===== src/rtl/pipe_hazard_ctrl.sv =====
// rtl/pipe_hazard_ctrl.sv - pipeline sequencer: start-up flush, load-use, branch flush, memory freeze
// Outputs decode the current state and inputs; only the sequencing state is registered.
module pipe_hazard_ctrl #(
  parameter int STARTUP_CYC = 2,
  parameter int FLUSH_CYC   = 1,
  parameter int MEM_TIMEOUT = 15
) (
  input  logic       clk_i,
  input  logic       start_i,
  input  logic [4:0] idRs1_i,
  input  logic [4:0] idRs2_i,
  input  logic [4:0] exRd_i,
  input  logic       exMemRead_i,
  input  logic       branchTaken_i,
  input  logic       memReq_i,
  input  logic       memReady_i,
  output logic       pcWrite_o,
  output logic       ifidHazard_o,
  output logic       ifidFlush_o,
  output logic       idexBubble_o,
  output logic       pipeStall_o,
  output logic       ready_o,
  output logic       memErr_o,
  output logic [2:0] state_o
);

  typedef enum logic [1:0] {
    ST_STARTUP  = 2'd0,
    ST_RUN      = 2'd1,
    ST_FLUSH    = 2'd2,
    ST_MEM_WAIT = 2'd3
  } state_t;

  localparam logic [7:0] STARTUP_INIT = 8'(STARTUP_CYC);
  localparam logic [7:0] FLUSH_INIT   = 8'(FLUSH_CYC - 1);
  localparam logic [7:0] TIMEOUT      = 8'(MEM_TIMEOUT);

  state_t     state, ret_state;
  logic [7:0] cnt, flush_rem;
  logic       mem_err;
  logic       mem_wait, load_use;
  logic       pc_write, ifid_hazard, ifid_flush, idex_bubble, pipe_stall;

  assign mem_wait = memReq_i & ~memReady_i;
  assign load_use = exMemRead_i & (exRd_i != 5'd0) &
                    ((exRd_i == idRs1_i) | (exRd_i == idRs2_i));

  always_comb begin
    pc_write    = 1'b0;
    ifid_hazard = 1'b0;
    ifid_flush  = 1'b0;
    idex_bubble = 1'b0;
    pipe_stall  = 1'b0;
    case (state)
      ST_STARTUP: begin
        ifid_flush  = 1'b1;
        idex_bubble = 1'b1;
      end
      ST_RUN: begin
        if (mem_wait) begin
          pipe_stall  = 1'b1;
          ifid_hazard = 1'b1;
        end else if (branchTaken_i) begin
          pc_write    = 1'b1;
          ifid_flush  = 1'b1;
          idex_bubble = 1'b1;
        end else if (load_use) begin
          ifid_hazard = 1'b1;
          idex_bubble = 1'b1;
        end else begin
          pc_write = 1'b1;
        end
      end
      ST_FLUSH: begin
        // A memory wait freezes the pipe without consuming a flush cycle.
        if (mem_wait) begin
          pipe_stall  = 1'b1;
          ifid_hazard = 1'b1;
        end else begin
          pc_write    = 1'b1;
          ifid_flush  = 1'b1;
          idex_bubble = 1'b1;
        end
      end
      ST_MEM_WAIT: begin
        if (!memReady_i && cnt != TIMEOUT) begin
          pipe_stall  = 1'b1;
          ifid_hazard = 1'b1;
        end else begin
          pc_write = 1'b1;
        end
      end
    endcase
  end

  always_ff @(posedge clk_i or negedge start_i) begin
    if (!start_i) begin
      state     <= ST_STARTUP;
      ret_state <= ST_RUN;
      cnt       <= STARTUP_INIT;
      flush_rem <= 8'd0;
      mem_err   <= 1'b0;
    end else begin
      case (state)
        ST_STARTUP: begin
          if (cnt <= 8'd1) state <= ST_RUN;
          else             cnt   <= cnt - 8'd1;
        end
        ST_RUN: begin
          if (mem_wait) begin
            state     <= ST_MEM_WAIT;
            ret_state <= ST_RUN;
            cnt       <= 8'd1;
          end else if (branchTaken_i && FLUSH_CYC > 1) begin
            state <= ST_FLUSH;
            cnt   <= FLUSH_INIT;
          end
        end
        ST_FLUSH: begin
          if (mem_wait) begin
            state     <= ST_MEM_WAIT;
            ret_state <= ST_FLUSH;
            flush_rem <= cnt;
            cnt       <= 8'd1;
          end else if (branchTaken_i) begin
            cnt <= FLUSH_INIT;
          end else if (cnt <= 8'd1) begin
            state <= ST_RUN;
          end else begin
            cnt <= cnt - 8'd1;
          end
        end
        ST_MEM_WAIT: begin
          if (memReady_i || cnt == TIMEOUT) begin
            state <= ret_state;
            cnt   <= flush_rem;
            if (!memReady_i) mem_err <= 1'b1;
          end else begin
            cnt <= cnt + 8'd1;
          end
        end
      endcase
    end
  end

  assign pcWrite_o    = pc_write;
  assign ifidFlush_o  = ifid_flush;
  assign ifidHazard_o = ifid_hazard & ~ifid_flush;
  assign idexBubble_o = idex_bubble;
  assign pipeStall_o  = pipe_stall;
  assign ready_o      = (state != ST_STARTUP);
  assign memErr_o     = mem_err;
  assign state_o      = {1'b0, state};

endmodule


===== config.mk =====
export PLATFORM = sky130hd
export DESIGN_NAME = pipe_hazard_ctrl
export DESIGN_NICKNAME = d
export VERILOG_FILES = /design/src/rtl/pipe_hazard_ctrl.sv
export SDC_FILE = /design/constraint.sdc
export NUM_CORES = 1
export LEC_CHECK = 0
export CORE_ASPECT_RATIO = 1.4
export CORE_MARGIN = 1
export CORE_UTILIZATION = 53
export DETAILED_ROUTE_END_ITERATION = 12
export PLACE_DENSITY = 0.81
export SLEW_MARGIN = 20
export SYNTH_ARGS = -nofsm -noshare
export SYNTH_HDL_FRONTEND = slang
export SYNTH_SLANG_ARGS = --single-unit

===== constraint.sdc =====
create_clock -name clk_i -period 2.7 [get_ports clk_i]
set_input_delay 0.81 -clock clk_i [delete_from_list [all_inputs] [get_ports clk_i]]
set_output_delay 0.81 -clock clk_i [all_outputs]
set_load 0.1 [all_outputs]

Word-level counts from Yosys, hierarchy flattened:

Index checks and enable logic that the tools add are counted.

* flip-flop bits (word level): 21
* bits of input ports: 21

* add/sub/neg operators: 2
* magnitude comparators: 1
* equality and inequality tests: 11
* mux-type cells: 34
* bitwise gates (word level): 7
* reduce and logical (&&, ||, !) cells: 12

Operator list (count)
* 2-to-1 mux 8 bit: 5
* case mux 8 bit (4 select lines): 1
* 2-to-1 mux 1 bit: 14
* 2-to-1 mux 2 bit: 7
* case mux 1 bit (3 select lines): 4
* == test 5 bit: 2
* AND reduction 3 bit: 3
* adder 8 x 1 -> 8 bit (second input constant): 1
* == test 8 x 4 -> 1 bit (second input constant): 1
* <= comparator 8 x 1 -> 1 bit (second input constant): 1
* inequality test 8 x 4 -> 1 bit (second input constant): 1
* case mux 2 bit (4 select lines): 1
* subtractor 8 x 1 -> 8 bit (second input constant): 1
* inequality test 2 bit (second input constant): 3
* nonzero test 5 bit: 1
* bitwise AND 1 bit: 4
* == test 2 bit (second input constant): 2
* case mux 2 bit (2 select lines): 1
* nonzero test 2 bit: 2
* inequality test 3 bit (second input constant): 1
* == test 2 x 1 -> 1 bit (second input constant): 1
* logical NOT 2 bit: 1
* NOT 1 bit: 2
* case mux 1 bit (2 select lines): 1
* 6 further kinds: 6

Logic depth before layout (Yosys ltp):

* depth after elaboration: 8
* mapped depth: 8

Least setup slack after synthesis:

No wires, ideal clock.

* kind: register to output
* from: reg state[0]
* to: out ifidHazard_o
* data arrival time: 5.028 ns
* required time: 1.890 ns
* setup slack: -3.138 ns
* stages on the path, launching flop included: 9
* cells stage by stage: dfrtp_1 -> inv_1 -> ha_1 -> buf_2 -> a21o_1 -> a21oi_1 -> nor2_1 -> or2_2 -> a311oi_1

* cells in the longest elaborated chain, start to end: 4

Ends and longest elaborated chain
* from (decl): line 38 `state_t state, ret_state;`
* from (signal assigned): line 135 `state <= ret_state;`
* == test 2 bit, or another cell as far along: line 54 `case (state)`
* case mux 1 bit (3 select lines) (*): line 54
* net ifidFlush_o: line 19 `output logic ifidFlush_o,`
* NOT 1 bit (*): line 148 `assign ifidHazard_o = ifid_hazard & ~ifid_flush;`
* bitwise AND 1 bit (*): line 148
* to (decl): line 18 `output logic ifidHazard_o,`

The timed path passes the listed nets; every way through them passes the cells marked *.

Worst setup path after layout:

* from: in exRd_i[4]
* to: out ifidHazard_o

* cells in the longest elaborated chain, start to end: 8

Ends and longest elaborated chain
* from (decl): line 12 `input logic [4:0] exRd_i,`
* == test 5 bit / nonzero test 5 bit (equally long branches): line 46, 45
* OR 1 bit / bitwise AND 1 bit (equally long branches): line 46, 45
* bitwise AND 1 bit (*): line 45 `assign load_use = exMemRead_i & (exRd_i != 5'd0) &`
* 2-to-1 mux 1 bit (*): line 67 `end else if (load_use) begin`
* 2-to-1 mux 1 bit (*): line 63 `end else if (branchTaken_i) begin`
* 2-to-1 mux 1 bit (*): line 60 `if (mem_wait) begin`
* case mux 1 bit (3 select lines) (*): line 54
* bitwise AND 1 bit (*): line 148

Mark *: on every way between the ends. The rest lies on a longest branch, timed or not.

==> results_dict.tcl <==
set metrics [dict create \
    cts_tree "yes" \
    synth.area.top_cells "dfrtp_1 28%, xnor2_1 6.1%, ha_1 5.9%, nand2_1 4.4%, mux2_2 4.0%" \
    detailed_place_hpwl_um 3970 \
    final_common_cell "buf_4" \
    r2r_cells 7 \
    critPathLaunch "exRd_i[4]" \
    ys_ff_latch 21 \
    slew_viol_final 0 \
    antenna-diode-count 0 \
    grt_pass1_wl_um 8570 \
    p_int_w 0.00142 \
    crit_chain "buf_8 -> buf_12 -> xnor2_2 -> nand3_1 -> o22ai_2 -> o2111ai_4 -> a311oi_4 -> buf_12" \
    sw_frac_of_total_pct 52.7 \
    grt_max_degree 22 \
    placement.io_buffers 29 \
    post_drt_via_cell_ratio 6.16 \
    p_switching_w 0.00158 \
    cts_buffer_depth 2 \
    min_period_ps 2990 \
    groute.usage.overall_pct 32.2 \
    fin_total_pwr_w 0.00300 \
    die_h_um 69.2 \
    initial_core_util_pct 55.3 \
    firstDrtPassIters 5 \
    synth-async-reset-ratio_pct 100 \
    final_hold_viol_count 0 \
    p_per_area_nw_per_um2 1190 \
    fin_nets 284 \
    r2r-start "cnt[1]$_DFFE_PN1N_" \
    synthDominantCellAreaShare_pct 27.8 \
    overflow 0 \
    htree_num_levels 1 \
    whs_ps 478 \
    syn_to_final_growth_pct 47.7 \
    drtIter0Drc 85 \
    layout_setup_ws_ps -295 \
    antenna_found_initial 0 \
    pwr-share-clk_pct 7.2 \
    crit_path_max_fanout 2 \
    gp_routability_congestion 0.932 \
    numCtsBuffers 3 \
    setup_viol 3 \
    drive_above_1_share_pct 40.2 \
    drc 0 \
    synth_enable_flop_cells 0 \
    synth.distinct_cells 54 \
    dieArea_um2 3460 \
    clock.fmax_ghz 0.334 \
    clk_pin_slew_ps 80 \
    yosysTopAreaCell "dfrtp_1" \
    ctsHoldBuffers 0 \
    status "finished with violations" \
    grt_pass1_vias 1900 \
    design_area_um2 2520 \
    dieWidth_um 50.0 \
    cp_top_family "compound AO/OA/AOI/OAI gates" \
    endpoint_kind "output port" \
    rows 24 \
    syn-instance-count 199 \
    reg2reg_slack_ps 680 \
    core-area_um2 3090 \
    root_buffer "clkbuf_8" \
    ant_nets 0 \
    fin_util_pct 81.6 \
    worst-setup-path-type "in2out" \
    start_kind "primary input" \
    seq_area_frac_synth_pct 30.9 \
    tns_ps -846 \
    clk-insertion-delay-late_ps 270 \
    via_count 1804 \
    slowest_delay_ps 280 \
    cp.required_ps 1890 \
    worst-endpoint-arrival_ps 2180 \
    syn-num-nets 228 \
    r2r-end "cnt[4]$_DFFE_PN0N_" \
    p_leak_nw 1.11 \
    synth_ff_type "dfrtp_1" \
    combPwrFrac_pct 74.8 \
    rsz0062_at_grt "yes" \
    critPathCapture "ifidHazard_o" \
    ios 31 \
    crit_cells 8 \
    critPathBufInv 3 \
    detail_route.wl_per_cell_um 18.2 \
    mostFrequentLayoutCells "33 x buf_4, 19 x nand2_1, 17 x dfrtp_1" \
    min_path_type "reg2reg" \
    critPathMostFrequentCell "buf_12" \
    cpMaxStageDelayCell "a311oi_4" \
    yosysWarnings 0 \
    irDropWorstVdd_mv 1.09 \
    clock-sinks 21 \
    syn_area_um2 1710 \
    wirelength_um 5330 \
    maxCapViolCount 0 \
    finalClockSkew_ps 5.78 \
    violations "setup timing" \
    place_area_um2 2410 \
    period_share_pct 111 \
    seqPwrFrac_pct 18.0 \
    syn_area_per_cell_um2 8.59 \
]
## repair_timing
action	CTS	global route
setup endpoints to repair	5	4
gates cloned	0	0
gates resized for setup	68	8
buffers inserted	1	1
pin swaps	20	6
## routing by layer
metal	track usage, %	vias to the layer above	wire length (um)
met5	0	-	0
met4	17.1	0	189
met3	3.73	19	265
met2	57.2	84	2890
met1	36.3	867	1990
li1	-	834	-
## Yosys cell counts, types with 2 or more instances
cell type   n
xor2_1      3
dfrtp_1    19
nand2b_1    4
a21oi_2     2
nor3_1      3
ha_1        8
a22oi_1     2
o2bb2ai_1   2
a21oi_1    13
a211oi_1    2
nand3_1    11
inv_1      10
nand2_1    20
o2111ai_1   3
a21o_1      3
o21ai_0     9
o22ai_1     4
xnor2_1    12
nor2_1     11
o211ai_1    3
nor2b_1     2
or2_2       2
o21ai_1     4
mux2_2      6
nor4_1      2
buf_2       9
a31oi_1     2
dfstp_2     2
## layout make-up
cell class,count,area (um^2)
Multi-Input combinational cell,157,1280
Timing Repair Buffer,62,574
Fill cell,200,569
Sequential cell,21,536
Tap cell,39,48.8
Clock buffer,4,45.0
Inverter,10,40.0
## stage by stage
| stage | setup WS [ps] | instances |
|---|---|---|
| floorplan | -771 | 199 |
| detailed placement | -803 | 287 |
| finish | -295 | 293 |
| CTS | -274 | 292 |
| global placement | -718 | 287 |
| global route | -357 | 293 |
## cells by family after synthesis
logic type | after synthesis | share of synthesized area (%)
buffers and inverters | 21 | 5.93
xor gates and xnor gates | 15 | 7.69
adders and majority gates | 8 | 5.86
DFF | 21 | 30.9
AOI/OAI and AO/OA | 61 | 25.0
other | 1 | 0.219
and+or+nand+nor | 66 | 20.5
muxes | 6 | 3.95
## state kept, by name (all words and copies together) (netlist names)
name / count
cnt: 8
ret_state: 2
state: 2
memErr_o: 1
flush_rem: 8
## worst min-delay path by stage
| stage | start | to | slack, ps | depth (start not counted) |
|---|---|---|---|---|
| 2_1_floorplan | ret_state[1]$_DFFE_PN0P_ | ret_state[1]$_DFFE_PN0P_ | 450 | 2 |
| 3_3_place_gp | memErr_o$_DFFE_PN0P_ | memErr_o$_DFFE_PN0P_ | 460 | 1 |
| 3_5_place_dp | memErr_o$_DFFE_PN0P_ | memErr_o$_DFFE_PN0P_ | 460 | 1 |
| 4_1_cts | memErr_o$_DFFE_PN0P_ | memErr_o$_DFFE_PN0P_ | 480 | 1 |
| 5_1_grt | memErr_o$_DFFE_PN0P_ | memErr_o$_DFFE_PN0P_ | 520 | 1 |
| 6_report | memErr_o$_DFFE_PN0P_ | memErr_o$_DFFE_PN0P_ | 480 | 1 |
## power by group through the flow
stage | clock network, W | logic, W | registers, W
2_1_floorplan | 0 | 0.00141 | 0.000634
3_3_place_gp | 0 | 0.00212 | 0.000532
3_5_place_dp | 0 | 0.00218 | 0.000543
4_1_cts | 0.000218 | 0.00221 | 0.000538
5_1_grt | 0.000229 | 0.00238 | 0.000551
6_report | 0.000216 | 0.00225 | 0.000540
Power figures use the tool's default switching activity.
